**config.mk**
```make
export PLATFORM = sky130hd
export DESIGN_NAME = usr_seq
export DESIGN_NICKNAME = d
export VERILOG_FILES = /design/src/rtl/usr_seq.sv
export SDC_FILE = /design/constraint.sdc
export NUM_CORES = 1
export LEC_CHECK = 0
export CORE_MARGIN = 5
export CORE_UTILIZATION = 38
export CTS_CLUSTER_SIZE = 12
export DETAILED_ROUTE_END_ITERATION = 7
export PLACE_DENSITY_LB_ADDON = 0.12
export REMOVE_ABC_BUFFERS = 1
export SETUP_SLACK_MARGIN = 0.15
export SLEW_MARGIN = 40
export SYNTH_ARGS = -nofsm -noshare
export SYNTH_HDL_FRONTEND = slang
export SYNTH_SLANG_ARGS = --single-unit
```
**constraint.sdc**
```tcl
create_clock -name clk -period 1.3 [get_ports clk]
set_input_delay 0.13 -clock clk [delete_from_list [all_inputs] [get_ports clk]]
set_output_delay 0.13 -clock clk [all_outputs]
set_load 0.005 [all_outputs]
```
**src/rtl/usr_seq.sv**
```systemverilog
// Frame sequencer for a WIDTH-bit universal shift register: parallel-loads a
// handshaken word, then shifts it out serially MSB- or LSB-first.
module usr_seq #(
  parameter int   WIDTH = 4,
  parameter logic FILL  = 1'b0,
  localparam int  CW    = (WIDTH > 1) ? $clog2(WIDTH) : 1
) (
  input  logic             clk,
  input  logic             clr,
  input  logic             in_valid,
  input  logic [WIDTH-1:0] in_data,
  input  logic             in_lsb_first,
  input  logic             abort,
  output logic             in_ready,
  output logic [1:0]       sel,
  output logic [WIDTH-1:0] pi,
  output logic             si,
  output logic             frame,
  output logic [CW-1:0]    bit_idx,
  output logic             busy,
  output logic             done
);

  localparam logic [1:0] S_IDLE  = 2'd0;
  localparam logic [1:0] S_LOAD  = 2'd1;
  localparam logic [1:0] S_SHIFT = 2'd2;
  localparam logic [1:0] S_DONE  = 2'd3;

  localparam logic [1:0] SEL_HOLD  = 2'b00;
  localparam logic [1:0] SEL_RIGHT = 2'b01;
  localparam logic [1:0] SEL_LEFT  = 2'b10;
  localparam logic [1:0] SEL_LOAD  = 2'b11;

  localparam logic [CW-1:0] CNT_LAST = CW'(WIDTH - 1);

  logic [1:0]       state_q, state_d;
  logic [CW-1:0]    cnt_q, cnt_d;
  logic [WIDTH-1:0] word_q, word_d;
  logic             lsb_q, lsb_d;

  always_comb begin
    // NOTE: every _d starts at its _q value so no path through the case infers a latch.
    state_d = state_q;
    cnt_d   = cnt_q;
    word_d  = word_q;
    lsb_d   = lsb_q;
    case (state_q)
      S_IDLE: begin
        if (in_valid) begin
          word_d  = in_data;
          lsb_d   = in_lsb_first;
          state_d = S_LOAD;
        end
      end
      S_LOAD: begin
        cnt_d   = '0;
        state_d = abort ? S_IDLE : S_SHIFT;
      end
      S_SHIFT: begin
        if (abort) begin
          state_d = S_IDLE;
        end else if (cnt_q == CNT_LAST) begin
          state_d = S_DONE;
        end else begin
          cnt_d = cnt_q + CW'(1);
        end
      end
      default: state_d = S_IDLE;
    endcase
  end

  // NOTE: the latched word is reset too, because pi must read 0 out of reset.
  always_ff @(posedge clk or posedge clr) begin
    if (clr) begin
      state_q <= S_IDLE;
      cnt_q   <= '0;
      word_q  <= '0;
      lsb_q   <= 1'b0;
    end else begin
      // NOTE: non-blocking so every flop samples pre-edge values of the others.
      state_q <= state_d;
      cnt_q   <= cnt_d;
      word_q  <= word_d;
      lsb_q   <= lsb_d;
    end
  end

  // Moore decode: outputs depend on registered state only, never on inputs.
  always_comb begin
    in_ready = (state_q == S_IDLE);
    busy     = (state_q != S_IDLE);
    frame    = (state_q == S_SHIFT);
    done     = (state_q == S_DONE);
    bit_idx  = frame ? cnt_q : '0;
    pi       = word_q;
    si       = FILL;
    sel      = SEL_HOLD;
    case (state_q)
      S_LOAD:  sel = SEL_LOAD;
      S_SHIFT: begin
        // The final bit is already on the tap, so the USR is held from there on.
        if (cnt_q != CNT_LAST) sel = lsb_q ? SEL_RIGHT : SEL_LEFT;
      end
      default: sel = SEL_HOLD;
    endcase
  end

endmodule

```
# Word-level counts from Yosys, hierarchy flattened

Index checks and enable logic that the tools add are counted.

Bits in registers: 9
Bits of input ports: 9

Reductions and logical operators: 6
Eq/ne operators: 9
Muxes and demuxes: 12
$add $sub $neg: 1

Operators by type and width:

| operator                                                        | count |
|---|---|
| 2-bit two-way mux                                               | 9 |
| 2-bit != test, second input constant                            | 4 |
| 2-bit one-hot mux with 2 select lines                           | 2 |
| 2-bit == test, second input constant                            | 3 |
| 2-bit one-hot mux with 3 select lines                           | 1 |
| 2-bit AND reduction                                             | 2 |
| 2-bit nonzero test                                              | 2 |
| 3-bit by 2-bit != test with 1-bit output, second input constant | 1 |
| 3-bit AND reduction                                             | 1 |
| 2-bit by 1-bit adder with 2-bit output, second input constant   | 1 |
| 2-bit by 1-bit == test with 1-bit output, second input constant | 1 |
| 2-bit logical NOT                                               | 1 |

# Longest topological paths before layout

Gate-level depths: netlist (run 1).

Depth in word-level cells: 4
Mapped depth: 5
Depth with buffers taken out: 5

# Worst setup path after synthesis (run 1)

Ideal clock, no wire load.

Path kind: register to register
From: register state_q[0]
To: register state_q[0]
Stages on the path, launching flop included: 6
Period minus slack after synthesis: 1.449 ns
Slack: -0.149 ns
Arrival time: 1.324 ns
Buffers on the path: 0
Path through: dfrtp_1 -> inv_1 -> ha_1 -> inv_1 -> o22a_4 -> mux2_4

Cells in the longest elaborated chain, start to end: 3
Elaborated cells between the ends (all ways): 7

RTL lines:

| item                                 | line | RTL |
|---|---|---|
| start, declared                      | 36   | `logic [1:0] state_q, state_d;` |
| start signal, assigned               | 81   | `state_q <= state_d;` |
| 2-bit logical NOT *                  | -    |  |
| via in_ready                         | 14   | `output logic in_ready,` |
| 2-bit != test (no source line)       | -    |  |
| 2-bit AND reduction (no source line) | -    |  |

The timed path passes the listed nets; every way through them passes the cells marked *.
A chain may end at the register's enable or synchronous reset.

# Worst setup path in the final report (run 1)

From: register state_q[0]
To: register state_q[1]

Cells in the longest elaborated chain, start to end: 3
Elaborated cells between the ends (all ways): 7

RTL lines:

| item                                                                                              | line | RTL |
|---|---|---|
| 2-bit == test / 2-bit logical NOT (equally long branches)                                         | 47   | `case (state_q)` |
| 3-bit by 2-bit != test with 1-bit output (no source line) / 2-bit != test (equally long branches) | -    |  |
| 2-bit AND reduction (no source line)                                                              | -    |  |

Parallel ways exist; a longest one is shown, timed or not.

==> results of run 1 <==
==> power breakdown <==
group / internal [W] / total (W) / leakage, nW / switching [W]
Combinational: 0.00108 / 0.00180 / 0.419 / 0.000715
Sequential: 0.000411 / 0.000531 / 0.110 / 0.000119
Clock: 0.000113 / 0.000213 / 0.0177 / 0.0000995
==> repair_timing <==
| action | in CTS | in global routing |
|---|---|---|
| setup buffers | 5 | 2 |
| gates cloned | 0 | 0 |
| gates resized for setup | 76 | 7 |
| pin swaps | 10 | 2 |
| setup endpoints to repair | 21 | 17 |
==> sequential cells by signal, summed over array words and instances (netlist names) <==
name     flops
pi           4
cnt_q        2
state_q      2
lsb_q        1
==> per-stage QoR <==
step / TNS (ns) / hold slack [ns] / utilization / std cells / instance area [µm²]
after floorplan: -0.512 / -0.0421 / - / 52 / 584
after global placement: -2.52 / 0.414 / 0.591 / 98 / 880
after detailed placement: -2.39 / 0.412 / 0.591 / 98 / 880
after CTS: -1.40 / 0.135 / 0.717 / 107 / 1070
after global routing: -2.63 / 0.165 / 0.751 / 109 / 1120
final: -2.01 / 0.126 / 0.751 / 109 / 1120
==> worst max-delay path, stage by stage (launching register included) <==
cell and delay, ns:
dfrtp_1 0.42, inv_2 0.13, buf_4 0.13, ha_4 0.16
inv_4 0.05, o22a_4 0.23, mux2_4 0.29
==> placed cells by master, fill, tap and decap left out, types with 2 or more instances in the layout <==
master	count
buf_4	12
dfrtp_1	8
ha_1	4
clkbuf_4	3
buf_6	10
inv_2	2
and2_4	3
nor2_2	2
mux2_4	7
buf_2	3
dlygate4sd2_1	4
clkdlybuf4s50_1	8
nand2_1	2
ha_4	4
==> layer usage <==
layer / share of wire / global-route usage / up-vias
li1: - / - / 257
met1: 0.43 / 0.186 / 261
met2: 0.50 / 0.217 / 18
met3: 0.053 / 0.0331 / 2
met4: 0.011 / 0.0786 / 0
met5: 0 / 0 / -
==> kinds of logic after synthesis <==
| kind of cell | after synthesis | synth area share |
|---|---|---|
| AND/OR/NAND/NOR | 15 | 0.152 |
| adder cells (fa/ha/maj) | 8 | 0.169 |
| flip-flops | 9 | 0.381 |
| multiplexers | 7 | 0.146 |
| buffers and inverters | 5 | 0.0381 |
| other | 1 | 0.00634 |
| AO/OA/AOI/OAI | 8 | 0.108 |
==> how the worst min path moves through the flow <==
stage | to | startpoint | slack [ns] | cells after the start
floorplan | cnt_q[0] | clr | -0.04 | 1
global placement | cnt_q[0] | clr | 0.41 | 2
detailed placement | cnt_q[0] | clr | 0.41 | 2
CTS | pi[1] | clr | 0.13 | 2
global route | state_q[0] | clr | 0.17 | 2
finish | state_q[0] | clr | 0.13 | 2
==> final cells by class <==
class,count,area (µm²),share of cell area
Inverter,4,17.5,0.0157
Multi-Input combinational cell,39,494,0.442
Sequential cell,9,226,0.202
Clock buffer,3,22.5,0.0201
Timing Repair Buffer,37,333,0.298
Tap cell,16,20.0,0.0179
Clock inverter,1,5.00,0.00447
==> impl_metrics.env, run 1 <==
export IMPL_grt_usage=0.143
export IMPL_timing_rr_end="state_q[1]"
export IMPL_drt_first_pass_iters=2
export IMPL_r2r_slack_ns=-0.22
export IMPL_htree_num_levels=1
export IMPL_synth_top_cell_by_area="dfrtp_1"
export IMPL_clock_latency_ns=0.26
export IMPL_arrival_ns=1.67
export IMPL_violations="negative setup slack"
export IMPL_syn_area_per_cell_um2=11.2
export IMPL_criticalPathCategory="register to register"
export IMPL_min_path_type="input port to asynchronous set/reset pin"
export IMPL_synth_top_area_share=0.381
export IMPL_coreArea_um2=1490
export IMPL_synthMostInstantiatedCell="dfrtp_1"
export IMPL_drive_above_1_share=0.656
export IMPL_post_synth_num_cell_types=22
export IMPL_p_leak_nw=0.547
export IMPL_nets=111
export IMPL_synth_area_um2=592
export IMPL_period_share=1.17
export IMPL_die_w_um=49.5
export IMPL_finalWorstSetupSlack_ns=-0.221
export IMPL_rows=14
export IMPL_drt_wl_total_um=1700
export IMPL_start_util=0.397
export IMPL_grt_pass1_wl_um=2750
export IMPL_die_area_um2=2450
export IMPL_cp_data_required_time_ns=1.44
export IMPL_clk_pin_slew_ns=0.06
export IMPL_gp_congestion=0.802
export IMPL_area_growth_syn_to_layout_pct=89.0
export IMPL_die_y_um=49.5
export IMPL_clock_skew_ns=0.00393
export IMPL_fmax_mhz=658
export IMPL_grt_overflow_total=0
export IMPL_num_io_pins=22
export IMPL_fin_total_pwr_w=0.00254
export IMPL_cts_tree="built"
export IMPL_vias=538
export IMPL_setup_viol=16
export IMPL_grt_start_max_net_pins=10
export IMPL_grt_pass1_vias=599
export IMPL_powerDensity_nw_per_um2=2270
export IMPL_cts_made_buffers=3
export IMPL_rr_startpoint="state_q[0]"
export IMPL_drc=0
export IMPL_synth_edff_count=0
export IMPL_final_hold_viol_count=0
export IMPL_layout_min_cycle_time_ns=1.52
export IMPL_viasPerCell=4.94
export IMPL_rr_worst_depth=6
export IMPL_grt_setup_unrepaired="yes"
export IMPL_antenna_cells=0
export IMPL_synthTopCellsByArea="dfrtp_1 (38%), ha_1 (17%), mux2_2 (9.5%)"
export IMPL_cts_root_buffer="clkbuf_4"
export IMPL_dp_hpwl_um=1030
export IMPL_outcome="complete, but fails checks"
export IMPL_clock_path_buffers=2
export IMPL_portBuffers=20
export IMPL_yosys_warnings=0
export IMPL_synth_ff_type="dfrtp_1"
export IMPL_syn_inst=53
export IMPL_cp_end_kind="register"
export IMPL_cp_start_kind="register"
export IMPL_detail_route_antenna_nets=0
export IMPL_cts_hold_buf=0
export IMPL_drt_iter0_drc=4
export IMPL_crit_start="state_q[0]"
export IMPL_n_fill_cell=99
export IMPL_yosysSeqAreaShare=0.381
export IMPL_wl_per_cell_um=15.6
export IMPL_drv_slew=0
export IMPL_pre_cts_slack_ns=-0.254
export IMPL_synth_common_cells="dfrtp_1 (9), ha_1 (8), mux2_2 (5)"
export IMPL_cts_sinks=9
export IMPL_ys_seq_elements=9
export IMPL_cp_endpoint="state_q[1]"
export IMPL_ys_async_sr_fraction=1.00
export IMPL_peakVddDrop_v=0.00191
export IMPL_antenna_found_initial=0
export IMPL_drv_cap=0
export IMPL_path_max_fanout=3
No activity file was read; power rests on OpenSTA's default activity.
==> inputs of run 2 (changes only) <==
Settings changed: SETUP_SLACK_MARGIN 0.15 to unset.
==> run 2 against run 1 <==
- the flow still finishes with violations (negative setup slack)
- clock power up 2%
- global-route usage shrank 0.44 points
- sequential power is essentially flat
- sequential cell count did not move
- setup slack improved by 0.0037 ns
- highest routed layer unchanged
==> impl_metrics.env, run 2 (same netlist as run 1, synthesis figures left out) <==
export IMPL_criticalPathCategory="register to register"
export IMPL_start_util=0.397
export IMPL_cp_data_required_time_ns=1.45
export IMPL_clock_skew_ns=0.00525
export IMPL_violations="negative setup slack"
export IMPL_drt_first_pass_iters=4
export IMPL_rows=14
export IMPL_wl_per_cell_um=15.4
export IMPL_pre_cts_slack_ns=-0.254
export IMPL_coreArea_um2=1490
export IMPL_die_area_um2=2450
export IMPL_cpMostUsedCell="buf_6"
export IMPL_dp_hpwl_um=1030
export IMPL_vias=550
export IMPL_r2r_slack_ns=-0.22
export IMPL_rr_worst_depth=7
export IMPL_setup_viol=17
export IMPL_die_w_um=49.5
export IMPL_cts_hold_buf=0
export IMPL_drv_slew=0
export IMPL_drt_wl_total_um=1670
export IMPL_htree_num_levels=1
export IMPL_fmax_mhz=659
export IMPL_mostFrequentLayoutCells="clkdlybuf4s50_1 (12), buf_6 (12), buf_4 (9)"
export IMPL_antenna_cells=0
export IMPL_period_share=1.17
export IMPL_area_growth_syn_to_layout_pct=91.3
export IMPL_portBuffers=20
export IMPL_outcome="complete, but fails checks"
export IMPL_critPathMaxStageDelay_ns=0.41
export IMPL_powerDensity_nw_per_um2=2320
export IMPL_setup_tns_final_ns=-2.42
export IMPL_drive_above_1_share=0.641
export IMPL_nets=110
export IMPL_grt_overflow_total=0
export IMPL_cts_made_buffers=3
export IMPL_grt_usage=0.139
export IMPL_drv_cap=0
export IMPL_path_max_fanout=5
export IMPL_cp_slowest_cell="dfrtp_1"
export IMPL_layout_min_cycle_time_ns=1.52
export IMPL_cts_sinks=9
export IMPL_finalWorstSetupSlack_ns=-0.217
export IMPL_cp_end_kind="register"
export IMPL_final_hold_viol_count=0
export IMPL_drt_iter0_drc=5
export IMPL_num_io_pins=22
export IMPL_cp_cell_sequence="inv_2, ha_4, buf_6, buf_6, nor2_4, nor3_2, mux2_4"
export IMPL_grt_start_max_net_pins=10
export IMPL_final_cell_area_um2=1130
export IMPL_clk_pin_slew_ns=0.07
export IMPL_utilization=0.761
export IMPL_rr_startpoint="state_q[0]"
export IMPL_grt_setup_unrepaired="yes"
export IMPL_clock_path_buffers=2
export IMPL_cp_start_kind="register"
export IMPL_viasPerCell=5.09
export IMPL_antenna_found_initial=0
export IMPL_peakVddDrop_v=0.00194
export IMPL_detail_route_antenna_nets=0
export IMPL_min_path_type="input port to asynchronous set/reset pin"
export IMPL_p_leak_nw=0.533
export IMPL_largest_reg_flops=4
export IMPL_die_y_um=49.5
export IMPL_cts_root_buffer="clkbuf_4"
export IMPL_grt_pass1_vias=572
export IMPL_timing_rr_end="state_q[1]"
export IMPL_drc=0
export IMPL_arrival_ns=1.67
export IMPL_cts_tree="built"
export IMPL_gp_congestion=0.802
export IMPL_postPlaceCellArea_um2=880
export IMPL_grt_pass1_wl_um=2660
export IMPL_clock_latency_ns=0.26
-- run 2: cell count changes in the layout (fill, tap and decap cells not counted), sizes merged --
cell and delta:
clkdlybuf4s50 +4, dlygate4sd2 -3, buf -2
-- run 2: worst max-delay path by stage --
stage	depth (start not counted)	start	to
after floorplan	5	state_q[0]	state_q[0]
after global placement	5	cnt_q[0]	sel[1]
after detailed placement	6	state_q[0]	sel[0]
after CTS	6	state_q[1]	state_q[1]
after global routing	6	state_q[0]	sel[0]
final	7	state_q[0]	state_q[1]
-- run 2: critical path, delay by kind of cell (launching register included) --
kind	cells	cell delay [ns]
AND/OR/NAND/NOR	2	0.23
flip-flops	1	0.41
multiplexers	1	0.25
adder cells (fa/ha/maj)	1	0.17
buffers and inverters	3	0.33
-- run 2: cell type report --
type	instances	area, µm²
timing repair buffer	36	342
inverter	4	17.5
sequential	9	226
clock buffer	3	22.5
tap	16	20.0
multi-input combinational	39	499
clock inverter	1	5.00
fill	90	357
-- run 2: what timing repair did --
item	in CTS	in global routing
pin swaps	10	7
setup endpoints to repair	17	17
resized for setup	64	14
hold endpoints to repair	0	0
setup buffers	3	3
-- run 2: where the power goes --
part	total [W]	internal, W	switching (W)
registers	0.000534	0.000412	0.000123
logic	0.00187	0.00114	0.000732
clock network	0.000217	0.000114	0.000104
total	0.00262	0.00166	0.000959
-- run 2: metal layers --
layer,vias to the layer above,part of all wire,track usage
met1,263,0.43,0.180
met2,21,0.48,0.204
met3,5,0.065,0.0331
met4,0,0.023,0.0873
met5,-,0,0
li1,261,-,-
-- run 2: per-stage QoR --
| step | instances | hold slack (ns) | power, W |
|---|---|---|---|
| after floorplan | 52 | -0.0421 | 0.00108 |
| after global placement | 98 | 0.414 | 0.00172 |
| after detailed placement | 98 | 0.412 | 0.00174 |
| after CTS | 105 | 0.135 | 0.00235 |
| after global routing | 108 | 0.172 | 0.00280 |
| final | 108 | 0.121 | 0.00262 |
==> inputs of run 3 (changes only) <==
Settings changed: GPL_TIMING_DRIVEN set to 0.
==> run 3 against run 2 <==
- largest power group unchanged
- non-clock buffer count decreased by 2
- sequential power increased by 0.7%
- cell area decreased by 3.8%
- power decreased by 5.6%
- the run still ends with negative setup slack left
- worst hold slack improved by 0.015 ns
- cell count decreased by 1.9%
- combinational power decreased by 7%
==> impl_metrics.env, run 3 (same netlist as run 1, synthesis figures left out) <==
export IMPL_outcome="complete, but fails checks"
export IMPL_violations="negative setup slack"
export IMPL_coreArea_um2=1490
export IMPL_viasPerCell=5.01
export IMPL_seqCellArea_um2=226
export IMPL_die_y_um=49.5
export IMPL_cp_start_kind="register"
export IMPL_n_fill_cell=97
export IMPL_cp_data_required_time_ns=1.17
export IMPL_dp_hpwl_um=983
export IMPL_detail_route_antenna_nets=0
export IMPL_area_growth_syn_to_layout_pct=84.1
export IMPL_p_int_w=0.00160
export IMPL_min_path_type="input port to asynchronous set/reset pin"
export IMPL_path_max_fanout=3
export IMPL_cts_sinks=9
export IMPL_pwr_share_comb=0.697
export IMPL_grt_pass1_wl_um=2440
export IMPL_p_leak_nw=0.503
export IMPL_drt_wl_total_um=1560
export IMPL_layout_min_cycle_time_ns=1.48
export IMPL_drt_first_pass_iters=4
export IMPL_clock_skew_ns=0.00439
export IMPL_cts_hold_buf=0
export IMPL_clock_path_buffers=2
export IMPL_postPlaceCellArea_um2=805
export IMPL_p_sw_w=0.000874
export IMPL_antenna_cells=0
export IMPL_grt_usage=0.129
export IMPL_start_util=0.397
export IMPL_setup_viol=16
export IMPL_final_hold_viol_count=0
export IMPL_arrival_ns=1.35
export IMPL_vias=531
export IMPL_grt_start_max_net_pins=10
export IMPL_clockPowerShare=0.086
export IMPL_period_share=1.14
export IMPL_portBuffers=20
export IMPL_nets=108
export IMPL_cts_made_buffers=3
export IMPL_grt_overflow_total=0
export IMPL_criticalPathCategory="register to primary output"
export IMPL_power_frac_seq=0.217
export IMPL_mostFrequentLayoutCells="clkdlybuf4s50_1 (12), buf_6 (12), dfrtp_1 (8)"
export IMPL_peakVddDrop_v=0.00162
export IMPL_cts_tree="built"
export IMPL_grt_pass1_vias=538
export IMPL_multi_input_area_um2=474
export IMPL_gp_congestion=0.817
export IMPL_rows=14
export IMPL_switching_share=0.353
export IMPL_finalWorstSetupSlack_ns=-0.183
export IMPL_cts_root_buffer="clkbuf_4"
export IMPL_fmax_mhz=674
export IMPL_final_cell_area_um2=1090
export IMPL_htree_num_levels=1
export IMPL_drt_iter0_drc=3
export IMPL_clock_latency_ns=0.25
export IMPL_drv_cap=0
export IMPL_largest_reg_flops=4
export IMPL_grt_setup_unrepaired="yes"
export IMPL_cp_end_kind="primary output"
export IMPL_clk_pin_slew_ns=0.06
export IMPL_powerDensity_nw_per_um2=2270
export IMPL_antenna_found_initial=0
export IMPL_holdWs_ns=0.136
export IMPL_die_w_um=49.5
export IMPL_drive_above_1_share=0.600
export IMPL_drc=0
export IMPL_drv_slew=0
export IMPL_num_io_pins=22
export IMPL_wl_per_cell_um=14.7
export IMPL_die_area_um2=2450
## run 3: cell types whose count changed in the layout (fill, tap and decap cells not counted), sizes merged
cell | previous run | this run
dlygate4sd2 | 1 | 0
clkinv | 1 | 0
clkbuf | 3 | 5
buf | 23 | 21
## run 3: layer usage
metal,global-route usage,wire [µm]
met1,0.144,653
met2,0.208,776
met3,0.0452,107
met4,0.0742,20
met5,0,0
## run 3: power by group through the flow
stage | sequential, W | clock, W | combinational, W
after floorplan | 0.000507 | 0 | 0.000571
after global placement | 0.000522 | 0 | 0.00103
after detailed placement | 0.000528 | 0 | 0.00104
after CTS | 0.000525 | 0.000218 | 0.00145
after global routing | 0.000559 | 0.000230 | 0.00185
final | 0.000538 | 0.000212 | 0.00173
## run 3: timing repair
| action | CTS | global route |
|---|---|---|
| pin swaps | 8 | 3 |
| setup endpoints to repair | 17 | 17 |
| gates resized for setup | 60 | 18 |
| buffers inserted | 12 | 3 |
## run 3: area by class of cell
class	instances	share of cell area
multi-input cells	39	0.435
repair buffers	34	0.296
flip-flops and latches	9	0.208
clock buffers	4	0.0241
inverters	4	0.0184
well taps	16	0.0184
## run 3: worst paths after layout
| path | from | end | slack, ns | cells after the start |
|---|---|---|---|---|
| setup / recovery | state_q[0] | sel[0] | -0.18 | 5 |
| hold / removal | clr | pi[3] | 0.14 | 2 |
| setup reg to reg | state_q[0] | state_q[1] | -0.17 | 6 |
| hold reg to reg | pi[2] | pi[2] | 0.51 | 1 |
| max in group asynchronous | clr | state_q[1] | 0.89 | 2 |
| min in group clk | in_data[0] | pi[0] | 0.50 | 2 |
## run 3: worst max-delay path, stage by stage (launching register included)
cell	delay (ns)
dfrtp_1	0.40
buf_4	0.14
buf_6	0.12
ha_4	0.16
o21a_1	0.16
buf_2	0.12
## run 3: stage by stage
| stage | total power (W) | util | TNS, ns | setup WS [ns] | instances |
|---|---|---|---|---|---|
| 6_report | 0.00248 | 0.732 | -1.49 | -0.183 | 106 |
| 5_1_grt | 0.00264 | 0.732 | -2.29 | -0.249 | 106 |
| 4_1_cts | 0.00219 | 0.669 | -1.35 | -0.194 | 103 |
| 3_5_place_dp | 0.00157 | 0.540 | -3.17 | -0.376 | 88 |
| 3_3_place_gp | 0.00155 | 0.540 | -3.19 | -0.386 | 88 |
| 2_1_floorplan | 0.00108 | - | -0.512 | -0.149 | 52 |
